## src/rtl/wb_lsu_pkg.sv

```systemverilog
// Shared definitions for the Wishbone load/store unit: size codes, FSM encodings and
// small helpers for access width, alignment checking and load extension.
package wb_lsu_pkg;

  localparam int unsigned Xlen = 64;

  localparam logic [1:0] SzB = 2'b00;
  localparam logic [1:0] SzH = 2'b01;
  localparam logic [1:0] SzW = 2'b10;
  localparam logic [1:0] SzD = 2'b11;

  localparam logic [2:0] StIdle  = 3'd0;
  localparam logic [2:0] StIssue = 3'd1;
  localparam logic [2:0] StDrain = 3'd2;
  localparam logic [2:0] StErr   = 3'd3;
  localparam logic [2:0] StFin   = 3'd4;

  function automatic logic [3:0] size_bytes(input logic [1:0] size);
    return 4'd1 << size;
  endfunction

  function automatic logic misaligned(input logic [1:0] size, input logic [2:0] addr);
    logic m;
    unique case (size)
      SzB:     m = 1'b0;
      SzH:     m = addr[0];
      SzW:     m = |addr[1:0];
      default: m = |addr;
    endcase
    return m;
  endfunction

  function automatic logic [Xlen-1:0] extend(input logic [Xlen-1:0] v, input logic [1:0] size,
                                             input logic uns);
    logic [Xlen-1:0] r;
    unique case (size)
      SzB:     r = {{56{~uns & v[7]}}, v[7:0]};
      SzH:     r = {{48{~uns & v[15]}}, v[15:0]};
      SzW:     r = {{32{~uns & v[31]}}, v[31:0]};
      default: r = v;
    endcase
    return r;
  endfunction

endpackage

```

## src/rtl/wb_lsu_if.sv

```systemverilog
// Pipelined Wishbone B.4 master/slave bundle carrying one load/store unit's data bus.
interface wb_lsu_if #(
  parameter int unsigned BusW = 16
) ();
  localparam int unsigned Bb = BusW / 8;

  logic [63:0]     adr;
  logic [BusW-1:0] dat_w;
  logic [BusW-1:0] dat_r;
  logic            we;
  logic [Bb-1:0]   sel;
  logic            stb;
  logic            cyc;
  logic            stall;
  logic            ack;
  logic            err;

  modport master (
    output adr, dat_w, we, sel, stb, cyc,
    input  stall, ack, err, dat_r
  );

  modport slave (
    input  adr, dat_w, we, sel, stb, cyc,
    output stall, ack, err, dat_r
  );
endinterface

```

## src/rtl/wb_lsu_lane.sv

```systemverilog
// Byte-lane steering: store data and selects for the current beat, and extraction plus
// sign/zero extension of the assembled load data.
module wb_lsu_lane
  import wb_lsu_pkg::*;
#(
  parameter int unsigned BUS_W = 16
) (
  input  logic [1:0]         size_i,
  input  logic               unsigned_i,
  input  logic [2:0]         addr_lo_i,
  input  logic [1:0]         beat_i,
  input  logic [Xlen-1:0]    wdat_i,
  input  logic [Xlen-1:0]    stage_i,
  output logic [BUS_W-1:0]   wdat_o,
  output logic [BUS_W/8-1:0] sel_o,
  output logic [Xlen-1:0]    ldat_o
);
  localparam int unsigned Bb = BUS_W / 8;

  logic [2:0] off;
  logic [7:0] bmask;
  logic       wide;

  // Accesses at least one bus word wide are aligned, so their lane offset is always zero.
  assign off   = addr_lo_i & 3'(Bb - 1);
  assign wide  = 32'(size_bytes(size_i)) >= Bb;
  assign bmask = 8'((9'd1 << size_bytes(size_i)) - 9'd1);

  always_comb begin
    if (wide) begin
      wdat_o = BUS_W'(wdat_i >> (32'(beat_i) * BUS_W));
      sel_o  = '1;
    end else begin
      wdat_o = BUS_W'(wdat_i << (32'(off) * 8));
      sel_o  = Bb'(16'(bmask) << off);
    end
    ldat_o = extend(stage_i >> (32'(off) * 8), size_i, unsigned_i);
  end

endmodule

```

## src/rtl/wb_lsu.sv

```systemverilog
// Load/store unit: splits one pipeline request into pipelined Wishbone beats, tracks
// outstanding beats, assembles load data and reports completion or fault with one pulse.
module wb_lsu
  import wb_lsu_pkg::*;
#(
  parameter int unsigned BUS_W  = 16,
  parameter int unsigned MAX_OS = 4
) (
  input  logic            clk_i,
  input  logic            reset_i,
  input  logic            req_i,
  input  logic            we_i,
  input  logic [1:0]      size_i,
  input  logic            unsigned_i,
  input  logic            nomem_i,
  input  logic [Xlen-1:0] addr_i,
  input  logic [Xlen-1:0] dat_i,
  output logic            busy_o,
  output logic            rwe_o,
  output logic            done_o,
  output logic            fault_o,
  output logic [Xlen-1:0] dat_o,
  wb_lsu_if.master        wb
);
  localparam int unsigned Bb       = BUS_W / 8;
  localparam int unsigned OffW     = $clog2(Bb);
  localparam int unsigned MaxBeats = Xlen / BUS_W;
  localparam int unsigned BeatW    = (MaxBeats > 1) ? $clog2(MaxBeats) : 1;
  localparam int unsigned OsW      = $clog2(MAX_OS + 1);

  logic [2:0]       state_q, state_d;
  logic             cyc_q, cyc_d, stb_q, stb_d;
  logic [BeatW-1:0] beat_q, beat_d, last_q, last_d, rsp_q, rsp_d;
  logic [OsW-1:0]   os_q, os_d;
  logic             we_q, we_d, uns_q, uns_d;
  logic [1:0]       size_q, size_d;
  logic [Xlen-1:0]  addr_q, addr_d, wdat_q, wdat_d, stage_q, stage_d, dat_q, dat_d;
  logic             rwe_q, rwe_d, done_q, done_d, fault_q, fault_d;

  logic             accept, rsp_ok, err_v, ack_v;
  logic             go_err, fin_ok, fin_err;
  logic [31:0]      req_bytes;
  logic [BUS_W-1:0] lane_wdat;
  logic [Bb-1:0]    lane_sel;
  logic [Xlen-1:0]  lane_ldat;

  // Responses with nothing outstanding are stray and ignored; err wins over ack.
  always_comb begin
    accept  = stb_q & ~wb.stall;
    rsp_ok  = (os_q != '0);
    err_v   = wb.err & rsp_ok;
    ack_v   = wb.ack & ~wb.err & rsp_ok;
    os_d    = os_q + OsW'(accept) - OsW'(err_v | ack_v);
    stage_d = stage_q;
    rsp_d   = rsp_q;
    if (state_q == StIdle) begin
      stage_d = '0;
      rsp_d   = '0;
    end else if (ack_v) begin
      for (int k = 0; k < MaxBeats; k++) begin
        if (rsp_q == BeatW'(k)) stage_d[k*BUS_W +: BUS_W] = wb.dat_r;
      end
      rsp_d = rsp_q + BeatW'(1);
    end
  end

  assign req_bytes = 32'(size_bytes(size_i));

  wb_lsu_lane #(
    .BUS_W(BUS_W)
  ) u_lane (
    .size_i    (size_q),
    .unsigned_i(uns_q),
    .addr_lo_i (addr_q[2:0]),
    .beat_i    (2'(beat_q)),
    .wdat_i    (wdat_q),
    .stage_i   (stage_d),
    .wdat_o    (lane_wdat),
    .sel_o     (lane_sel),
    .ldat_o    (lane_ldat)
  );

  always_comb begin
    state_d = state_q;
    cyc_d   = cyc_q;
    stb_d   = stb_q;
    beat_d  = beat_q;
    last_d  = last_q;
    we_d    = we_q;
    size_d  = size_q;
    uns_d   = uns_q;
    addr_d  = addr_q;
    wdat_d  = wdat_q;
    dat_d   = dat_q;
    rwe_d   = 1'b0;
    done_d  = 1'b0;
    fault_d = 1'b0;
    go_err  = 1'b0;
    fin_ok  = 1'b0;
    fin_err = 1'b0;

    case (state_q)
      StIdle: begin
        if (nomem_i) begin
          dat_d   = addr_i;
          rwe_d   = 1'b1;
          state_d = StFin;
        end else if (req_i) begin
          we_d   = we_i;
          size_d = size_i;
          uns_d  = unsigned_i;
          addr_d = addr_i;
          wdat_d = dat_i;
          beat_d = '0;
          last_d = (req_bytes > Bb) ? BeatW'(req_bytes / Bb - 1) : '0;
          if (misaligned(size_i, addr_i[2:0])) begin
            fault_d = 1'b1;
            state_d = StFin;
          end else begin
            cyc_d   = 1'b1;
            stb_d   = 1'b1;
            state_d = StIssue;
          end
        end
      end
      StIssue: begin
        if (err_v) begin
          go_err = 1'b1;
        end else if (accept && beat_q == last_q) begin
          stb_d   = 1'b0;
          state_d = StDrain;
        end else begin
          if (accept) beat_d = beat_q + BeatW'(1);
          // Hold off strobing while the slave owes us MAX_OS responses.
          stb_d = (os_d != OsW'(MAX_OS));
        end
      end
      StDrain: begin
        if (err_v) go_err = 1'b1;
        else if (os_d == '0) fin_ok = 1'b1;
      end
      StErr: begin
        if (os_d == '0) fin_err = 1'b1;
      end
      StFin:   state_d = StIdle;
      default: state_d = StIdle;
    endcase

    if (go_err) begin
      stb_d = 1'b0;
      if (os_d == '0) fin_err = 1'b1;
      else state_d = StErr;
    end
    if (fin_ok || fin_err) begin
      cyc_d   = 1'b0;
      stb_d   = 1'b0;
      state_d = StFin;
    end
    if (fin_ok) begin
      done_d = 1'b1;
      if (!we_q) begin
        rwe_d = 1'b1;
        dat_d = lane_ldat;
      end
    end
    if (fin_err) fault_d = 1'b1;
  end

  always_ff @(posedge clk_i) begin
    if (reset_i) begin
      state_q <= StIdle;
      cyc_q   <= 1'b0;
      stb_q   <= 1'b0;
      beat_q  <= '0;
      last_q  <= '0;
      rsp_q   <= '0;
      os_q    <= '0;
      we_q    <= 1'b0;
      size_q  <= 2'b00;
      uns_q   <= 1'b0;
      addr_q  <= '0;
      wdat_q  <= '0;
      stage_q <= '0;
      dat_q   <= '0;
      rwe_q   <= 1'b0;
      done_q  <= 1'b0;
      fault_q <= 1'b0;
    end else begin
      state_q <= state_d;
      cyc_q   <= cyc_d;
      stb_q   <= stb_d;
      beat_q  <= beat_d;
      last_q  <= last_d;
      rsp_q   <= rsp_d;
      os_q    <= os_d;
      we_q    <= we_d;
      size_q  <= size_d;
      uns_q   <= uns_d;
      addr_q  <= addr_d;
      wdat_q  <= wdat_d;
      stage_q <= stage_d;
      dat_q   <= dat_d;
      rwe_q   <= rwe_d;
      done_q  <= done_d;
      fault_q <= fault_d;
    end
  end

  assign wb.cyc   = cyc_q;
  assign wb.stb   = stb_q;
  assign wb.we    = stb_q & we_q;
  assign wb.sel   = stb_q ? lane_sel : '0;
  assign wb.dat_w = lane_wdat;
  assign wb.adr   = {addr_q[Xlen-1:OffW], {OffW{1'b0}}} + (Xlen'(beat_q) << OffW);

  assign busy_o  = cyc_q | (state_q == StFin);
  assign rwe_o   = rwe_q;
  assign done_o  = done_q;
  assign fault_o = fault_q;
  assign dat_o   = dat_q;

endmodule
```

## src/flat_wrapper.sv

```systemverilog
// flat-port wrapper written by rule: the top's interface ports become plain ports
module wb_lsu_flat import wb_lsu_pkg::*;
#(
  parameter int unsigned BUS_W  = 16,
  parameter int unsigned MAX_OS = 4
)
  (clk_i, reset_i, req_i, we_i, size_i, unsigned_i, nomem_i, addr_i, dat_i, busy_o, rwe_o, done_o, fault_o, dat_o, wb_adr, wb_dat_w, wb_we, wb_sel, wb_stb, wb_cyc, wb_stall, wb_ack, wb_err, wb_dat_r);
  wb_lsu_if wb_i ();
  input  logic clk_i;
  input  logic reset_i;
  input  logic req_i;
  input  logic we_i;
  input  logic [1:0] size_i;
  input  logic unsigned_i;
  input  logic nomem_i;
  input  logic [Xlen-1:0] addr_i;
  input  logic [Xlen-1:0] dat_i;
  output logic busy_o;
  output logic rwe_o;
  output logic done_o;
  output logic fault_o;
  output logic [Xlen-1:0] dat_o;
  output wire logic [$bits(wb_i.adr)-1:0] wb_adr;
  output wire logic [$bits(wb_i.dat_w)-1:0] wb_dat_w;
  output wire logic [$bits(wb_i.we)-1:0] wb_we;
  output wire logic [$bits(wb_i.sel)-1:0] wb_sel;
  output wire logic [$bits(wb_i.stb)-1:0] wb_stb;
  output wire logic [$bits(wb_i.cyc)-1:0] wb_cyc;
  input wire logic [$bits(wb_i.stall)-1:0] wb_stall;
  input wire logic [$bits(wb_i.ack)-1:0] wb_ack;
  input wire logic [$bits(wb_i.err)-1:0] wb_err;
  input wire logic [$bits(wb_i.dat_r)-1:0] wb_dat_r;
  assign wb_adr = wb_i.adr;
  assign wb_dat_w = wb_i.dat_w;
  assign wb_we = wb_i.we;
  assign wb_sel = wb_i.sel;
  assign wb_stb = wb_i.stb;
  assign wb_cyc = wb_i.cyc;
  assign wb_i.stall = wb_stall;
  assign wb_i.ack = wb_ack;
  assign wb_i.err = wb_err;
  assign wb_i.dat_r = wb_dat_r;
  wb_lsu #(.BUS_W(BUS_W), .MAX_OS(MAX_OS)) u_core (.clk_i(clk_i), .reset_i(reset_i), .req_i(req_i), .we_i(we_i), .size_i(size_i), .unsigned_i(unsigned_i), .nomem_i(nomem_i), .addr_i(addr_i), .dat_i(dat_i), .busy_o(busy_o), .rwe_o(rwe_o), .done_o(done_o), .fault_o(fault_o), .dat_o(dat_o), .wb(wb_i));
endmodule
```

## config.mk

```make
export PLATFORM = sky130hd
export DESIGN_NAME = wb_lsu_flat
export DESIGN_NICKNAME = d
export VERILOG_FILES = /design/src/rtl/wb_lsu_pkg.sv /design/src/rtl/wb_lsu_if.sv /design/src/rtl/wb_lsu_lane.sv /design/src/rtl/wb_lsu.sv /design/src/flat_wrapper.sv
export SDC_FILE = /design/constraint.sdc
export NUM_CORES = 1
export LEC_CHECK = 0
export CAP_MARGIN = 20
export CELL_PAD_IN_SITES_DETAIL_PLACEMENT = 1
export CELL_PAD_IN_SITES_GLOBAL_PLACEMENT = 1
export CORE_MARGIN = 2
export CORE_UTILIZATION = 25
export CTS_BUF_LIST = sky130_fd_sc_hd__clkbuf_16
export DETAILED_ROUTE_END_ITERATION = 6
export PLACE_DENSITY = 0.55
export SETUP_SLACK_MARGIN = 0.2
export SLEW_MARGIN = 5
export SYNTH_ARGS = -nofsm -noshare
export SYNTH_HDL_FRONTEND = slang
export SYNTH_SLANG_ARGS = --single-unit
```

## constraint.sdc

```tcl
create_clock -name clk_i -period 7.8 [get_ports clk_i]
set_input_delay 0.78 -clock clk_i [delete_from_list [all_inputs] [get_ports clk_i]]
set_output_delay 0.78 -clock clk_i [all_outputs]
set_load 0.03 [all_outputs]
```

==> results of run 1 <==
## report_power, final
part           total (mW)  internal [mW]  leakage [nW]  switching (mW)
logic                1.01          0.386          3.38           0.624
clock network        1.60          0.922         0.592           0.677
registers            1.61           1.51          2.26          0.0982
total                4.21           2.81          6.23            1.40
## stage by stage
step	setup slack, ns	area, um^2
2_1_floorplan	4.01	13700
3_3_place_gp	2.94	17300
3_5_place_dp	2.83	17300
4_1_cts	2.31	18400
5_1_grt	2.15	18400
6_report	2.40	18400
## synthesized netlist by cell type, drive strengths merged (18+ instances only)
| cell | number |
|---|---|
| a221oi | 24 |
| a31o | 33 |
| mux2i | 60 |
| a21oi | 168 |
| o22a | 24 |
| a31oi | 34 |
| mux4 | 25 |
| o21ai | 42 |
| clkbuf | 101 |
| xor2 | 18 |
| dfxtp | 277 |
| buf | 37 |
| nand3 | 80 |
| nand4 | 23 |
| nor2 | 80 |
| xnor2 | 48 |
| nand3b | 21 |
| nand2 | 414 |
## sequential cells by signal (all words and copies together) (netlist names), 3 cells and up
| signal | flops |
|---|---|
| u_core.dat_o | 64 |
| u_core.addr_q | 64 |
| u_core.state_q | 3 |
| u_core.stage_q | 64 |
| u_core.wdat_q | 64 |
| u_core.os_q | 3 |
## logic make-up (layout without fill, tap and decap cells)
logic type / Yosys count / after routing / synth area share
adders and majority gates: 10 / 10 / 0.0102
muxes: 93 / 93 / 0.0914
xor gates and xnor gates: 67 / 67 / 0.0439
buffers and inverters: 153 / 411 / 0.0462
DFF: 277 / 277 / 0.404
AOI/OAI and AO/OA: 362 / 362 / 0.167
other: 1 / 3 / 0.000274
and+or+nand+nor: 718 / 718 / 0.236
## worst min-delay path: cells and delay by family, from the launching register on
kind | cells | cell delay [ns]
and+or+nand+nor | 1 | 0.05
DFF | 1 | 0.30
AOI/OAI and AO/OA | 1 | 0.05
## worst min-delay path by stage
stage | slack (ns) | end | cells after the start
2_1_floorplan | 0.43 | u_core.wdat_q[32] | 2
3_3_place_gp | 0.44 | u_core.wdat_q[26] | 2
4_1_cts | 0.46 | u_core.wdat_q[39] | 2
5_1_grt | 0.47 | u_core.wdat_q[39] | 2
3_5_place_dp | 0.45 | u_core.wdat_q[39] | 2
6_report | 0.45 | u_core.wdat_q[39] | 2
## final cells by class
cell class / count / area share
inverters: 15 / 0.00306
multi-input cells: 1251 / 0.410
repair buffers: 331 / 0.178
clock buffers: 37 / 0.0503
well taps: 696 / 0.0473
flip-flops and latches: 277 / 0.302
clock inverters: 28 / 0.00925
diodes: 2 / 0.000272
## routing by layer
layer / up-vias / part of all wire / GRT usage
met3: 79 / 0.053 / 0.0434
met5: - / 0.00097 / 0
met1: 6664 / 0.46 / 0.288
met4: 10 / 0.024 / 0.0576
li1: 6348 / - / -
met2: 377 / 0.46 / 0.354
==> summary.md, run 1 <==
The run finished with clean final reports. The clock tree root driver cell was clkbuf_16. The number of filler instances in the final layout was 6,350; the final count of pins violating max slew was 0.

The cell type contributing the most total cell area after synthesis is dfxtp_1. Max-cap violations in this run came to 0. The final design utilization is 0.341, and the horizontal die dimension is 238 um.

The final cycle utilization of the critical path is 0.692. The endpoint of the most critical register-to-register path was u_core.dat_o[14]. The setup path with the least slack is of type register to output port. From bottom edge to top edge, the die measures 238 um. In this run the deepest clock path goes through 3 buffers. The number of enable flip-flop cells after synthesis came out at 0.

For the number of nets in the layout, the log shows 2,078. Setup repair after global routing left no endpoint under its margin. The logs give 0.862 for the placer's final routability congestion estimate and 0.404 for the sequential share of the synthesized area.

The run gives 0.56 ns as the latest clock arrival within the worst-skew pair. In this run the post-CTS setup repair buffer count came out at 0. The maximum fanout along the worst path is 19, and the largest stage delay on the critical path is 0.99 ns.

When the netlist entered floorplanning its net count stood at 1,846. Logic depth of the worst setup path including buffers: 6. Top cell type's share of synthesized area: 0.404. Summed over all layers, the routed wires come to 62,600 um. The launching element of the worst setup path is u_core.beat_q[1]. The tools report the kind of end point of the critical path as an output port. Across the VDD grid, the largest voltage drop is 0.148 mV.

In this run the worst setup path terminates at wb_adr[45]. The maximum level of the CTS H-tree was 2. The time the worst path needs with I/O delays and setup was 5.40 ns; the remaining number of nets flagged by the antenna check after routing was 0. After detailed routing, the number of remaining DRC violations is 0. The depth of the most critical reg-to-reg path is 13. At the worst endpoint, the arrival time is 4.62 ns. The post-synth design cell area is 13,700 um^2, and the pin count of the biggest net entering global routing is 102. Total count of hold-check failures in the final report: 0.

The run gives 56,700 um^2 as the full die area. The setup clock skew after layout came out at 0.0175 ns. The number of different library cells used by synthesis comes to 60. In this run, the number of DRC markers left after iteration 0 of detailed routing was 950. Walking the worst path, the cells encountered are inv_1 -> fa_1 -> nor4_2 -> nand4_1 -> xnor2_1 -> clkdlybuf4s50_1. During synthesis, Yosys emitted a total of 0 warnings. Based on the critical path, the design can be clocked at up to 185 MHz. The top cell types in the final layout, fill and taps aside, are nand2_1, clkdlybuf4s50_1, dfxtp_1. The commonest register cell after synthesis was dfxtp_1. The library cell used most frequently in the layout, excluding fill and tap cells, is nand2_1. In this run, synthesis produced a sequential element count of 277. The fraction of final layout cells sized beyond drive strength 1 came out at 0.0830.

Wire length of the first global-routing pass: 91,400 um. In the final routed layout, each cell accounts on average for 23.7 um. For the overall routing resource usage, the log shows 0.216.

For the cell count after placement, the log shows 2,569. The first detailed-routing pass took 5 iterations. TritonCTS built the clock tree.

On the critical path the largest part of the delay comes from simple AND/OR/NAND/NOR gates. Register clock-pin slew on the reported worst setup and hold paths: 0.06 ns. The min-delay analysis places its worst path in the category register to register. In this run the static leakage power is 6.23 nW. Initial core utilization: 0.254. The tools report the register-to-register setup slack as 3.89 ns.

After clock tree synthesis, the flow added hold-fix buffers numbering 0. Detailed routing inserted a total of 13,478 vias. The kind of start point of the critical path is a register. The max-slew headroom at the worst pin is 0.166. The worst hold path startpoint is u_core.wdat_q[39]. For the pin with the worst max-slew slack, the measured transition is 1.25 ns.

By area the synthesized netlist is led by dfxtp_1, nand2_1, a21oi_1, mux2i_1, mux4_2. Aggregate negative setup slack: 0 ns. The number of global-route vias before repair is 13,906. The startpoint identified for the worst register-to-register timing path is u_core.os_q[1]. Using the TritonRoute via totals, the vias-per-cell ratio works out to 5.11.

After layout, the design draws a total of 4.21 mW. The layout overhead on the synthesized area works out to 34.2%. Final hold analysis gives a worst-case slack of 0.451 ns. Input and output buffers added on the ports amount to 306.

Detailed placement ended at an HPWL of 45,800 um. Row generation in the floorplan step produced 85 rows. Summing all multi-input logic gate instances after layout gives 7550 um^2. Synthesis produced 1,681 cells. For this run, the number of standard cells in the final layout without fillers is 2,637. The number of clock buffers added by TritonCTS is 37. The floorplan core area was 54,000 um^2. Fraction of registers with async set or reset after synthesis: 0. 308 I/O pins were placed. For the initial antenna violation count, the log shows 7. Summing all flip-flop and latch instances after layout gives 5550 um^2.

For this design, the slowest cell found on the critical path is dfxtp_1. After clock tree synthesis, the repair step resized 0 gates. The required arrival time at the worst endpoint was 7.02 ns. Aggregate global routing overflow: 0. Setup violations remaining at the end of the flow were counted as 0. Dividing total power by cell area gives a power density of 229 nW/um^2. Buffering stage count on the worst path with inverters included: 2. The average instance in the mapped netlist occupies 8.16 um^2.

The tools report the number of sinks on the clock net as 277.
(Power assumes the default switching activity.)
==> run 2: changes to the inputs <==
Clock period 7.8 ns to 5.3 ns, I/O delays scaled along.
==> summary.md, run 2 (synthesis results as in run 1) <==
The residual DRC count was 0; the initial antenna violation count was 9. The total overflow left after global routing is 0. The number of resized instances in the post-cts repair step was 0. The final count of pins violating max slew is 0.

Routability-driven placement finished with a final weighted congestion of 0.859. The internal portion of the total power is 4.14 mW. Clock latency on the worst-skew pair, taken at its later pin, is 0.55 ns. The number of global-route vias before repair is 14,181, and the switching power summed over all nets is 2.06 mW. Average routed wire per standard cell: 23.8 um. Setup violations remaining at the end of the flow were counted as 0. STA classifies the critical path startpoint as a register. The leakage power was 6.23 nW; the worst-margin pin slew was 1.05 ns.

The run gives 3.82 ns as the data arrival time of the critical path. The initialized floorplan defines 85 standard-cell rows. The worst setup path is of the register to output port kind. Summed over all layers, the routed wires come to 62,700 um.

Pin count of the biggest net entering global routing: 92. The tools report the clock tree root driver cell as clkbuf_16. 308 I/O pins were placed. The cell count after placement is 2,572. The wire length of the first global-routing pass is 92,200 um.

Counting the fill cells in the layout gives 6,326. STA classifies the critical path endpoint as an output port. The number of nets in the layout is 2,081. The initial core utilization was 0.254. The run gives 0.297 as the max-slew headroom at the worst pin. The tools report the number of design-rule violations left by the first detailed-router iteration as 959. After routing, the total negative slack on setup checks comes to 0 ns. From left edge to right edge, the die measures 238 um. Setup repair after global routing left no endpoint under its margin. In this run the worst path has a maximum fanout of 12. The number of standard cells in the layout, taps in and fillers out came out at 2,638. Buffers added to address setup during post-CTS repair amount to 0. The maximum clock insertion buffer count was 3.

The library cells used most frequently in the layout, excluding fill and tap cells, are nand2_1, clkdlybuf4s50_1, dfxtp_1. During placement, the flow inserted port buffers numbering 306. The run gives 13,509 as the via count. The sequential cells in the finished layout cover a total of 5550 um^2.

The worst min-delay path class was register to register. The time the worst path needs with I/O delays and setup was 4.35 ns. The fraction of power spent switching nets is 0.331. For this design the ratio of total power to cell area is 337 nW/um^2. For the maximum level of the CTS H-tree, the log shows 2. The run gives 56,700 um^2 as the full die area. The logs give 0.241 for the combinational share of power and 6.20 mW for the overall power consumption.

The y dimension of the die works out to 238 um. The run finished with clean final reports. The tools report the floorplan core area as 54,000 um^2. The register clock-pin slew on the reported worst setup and hold paths was 0.06 ns; the fraction of final layout cells sized beyond drive strength 1 was 0.0856.

The total count of hold-check failures in the final report is 0. Compared with the post-synthesis result, the final layout area differs by 34.4%. The logs give 1.39 ns for the register-to-register setup slack and 37 for the TritonCTS buffer count.

The clock arrives with 0.0124 ns of skew. Detailed route wirelength on metal3: 4040 um. Once detail routing completed, the nets flagged for antenna violations numbered 0. The final design utilization came out at 0.341. The tree built by TritonCTS fans out to 277 sinks. The tools report the sequential cell fraction of total power as 0.381.

The run gives 7550 um^2 as the multi-input gate area in the final layout. Before antenna repair, the detailed router went through 5 iterations. The run gives 0 as the cts-stage hold buffer count. Using the TritonRoute via totals, the vias-per-cell ratio works out to 5.12.

Met1 wire length: 28,100 um. Overall routing resource usage: 0.217. The leading cell type in the layout, fill and taps excluded was nand2_1.

The maximum clock rate was 230 MHz. Data on the critical path is required at its endpoint by 4.77 ns. The share of power burned in the clock network is 0.378, and the detailed-placement wirelength estimate is 46,400 um. The highest layer touched by signal routing is met5. The tool flagged a number of max-cap violations equal to 0.

The met2 wire length is 29,300 um. The final cycle utilization of the critical path was 0.820. Across the VDD grid, the largest voltage drop is 0.181 mV. TritonCTS built the clock tree.
## run 2: through the flow
stage               area (um^2)  hold slack [ns]  setup slack [ns]
floorplan                 13700            0.433              1.66
global placement          17300            0.441             0.759
detailed placement        17300            0.444             0.633
CTS                       18400            0.426             0.919
global route              18400            0.453             0.794
finish                    18400            0.454             0.954
## run 2: power by group through the flow
stage	Sequential [mW]	Clock [mW]	Combinational, mW
3_5_place_dp	2.41	0	1.51
5_1_grt	2.38	2.49	1.61
6_report	2.36	2.34	1.49
2_1_floorplan	2.44	0	0.797
4_1_cts	2.36	2.40	1.51
3_3_place_gp	2.40	0	1.49
## run 2: worst max-delay path, cell delays in order, from the launching register on
cell and delay (ns):
dfxtp_1 0.66, inv_1 0.19, fa_1 0.65, nor4_2 0.35, buf_4 0.25, nand4_1 0.14, xnor2_1 0.29, clkdlybuf4s50_1 0.73
## run 2: final cells by class
class	count	share of cell area
clock inverters	25	0.00869
multi-input cells	1251	0.410
inverters	15	0.00306
repair buffers	334	0.179
diodes	3	0.000407
flip-flops and latches	277	0.301
well taps	696	0.0473
clock buffers	37	0.0503
## run 2: routing by layer
metal,GRT usage,vias up
met5,0,-
li1,-,6363
met3,0.0474,79
met4,0.0547,12
met2,0.361,387
met1,0.284,6668
## run 2: worst paths after layout
| path | endpoint | cells after the start | from |
|---|---|---|---|
| setup / recovery | wb_adr[39] | 7 | u_core.beat_q[1] |
| hold / removal | u_core.wdat_q[35] | 2 | u_core.wdat_q[35] |
| setup reg to reg | u_core.dat_o[19] | 13 | u_core.os_q[1] |
| hold reg to reg | u_core.wdat_q[35] | 2 | u_core.wdat_q[35] |
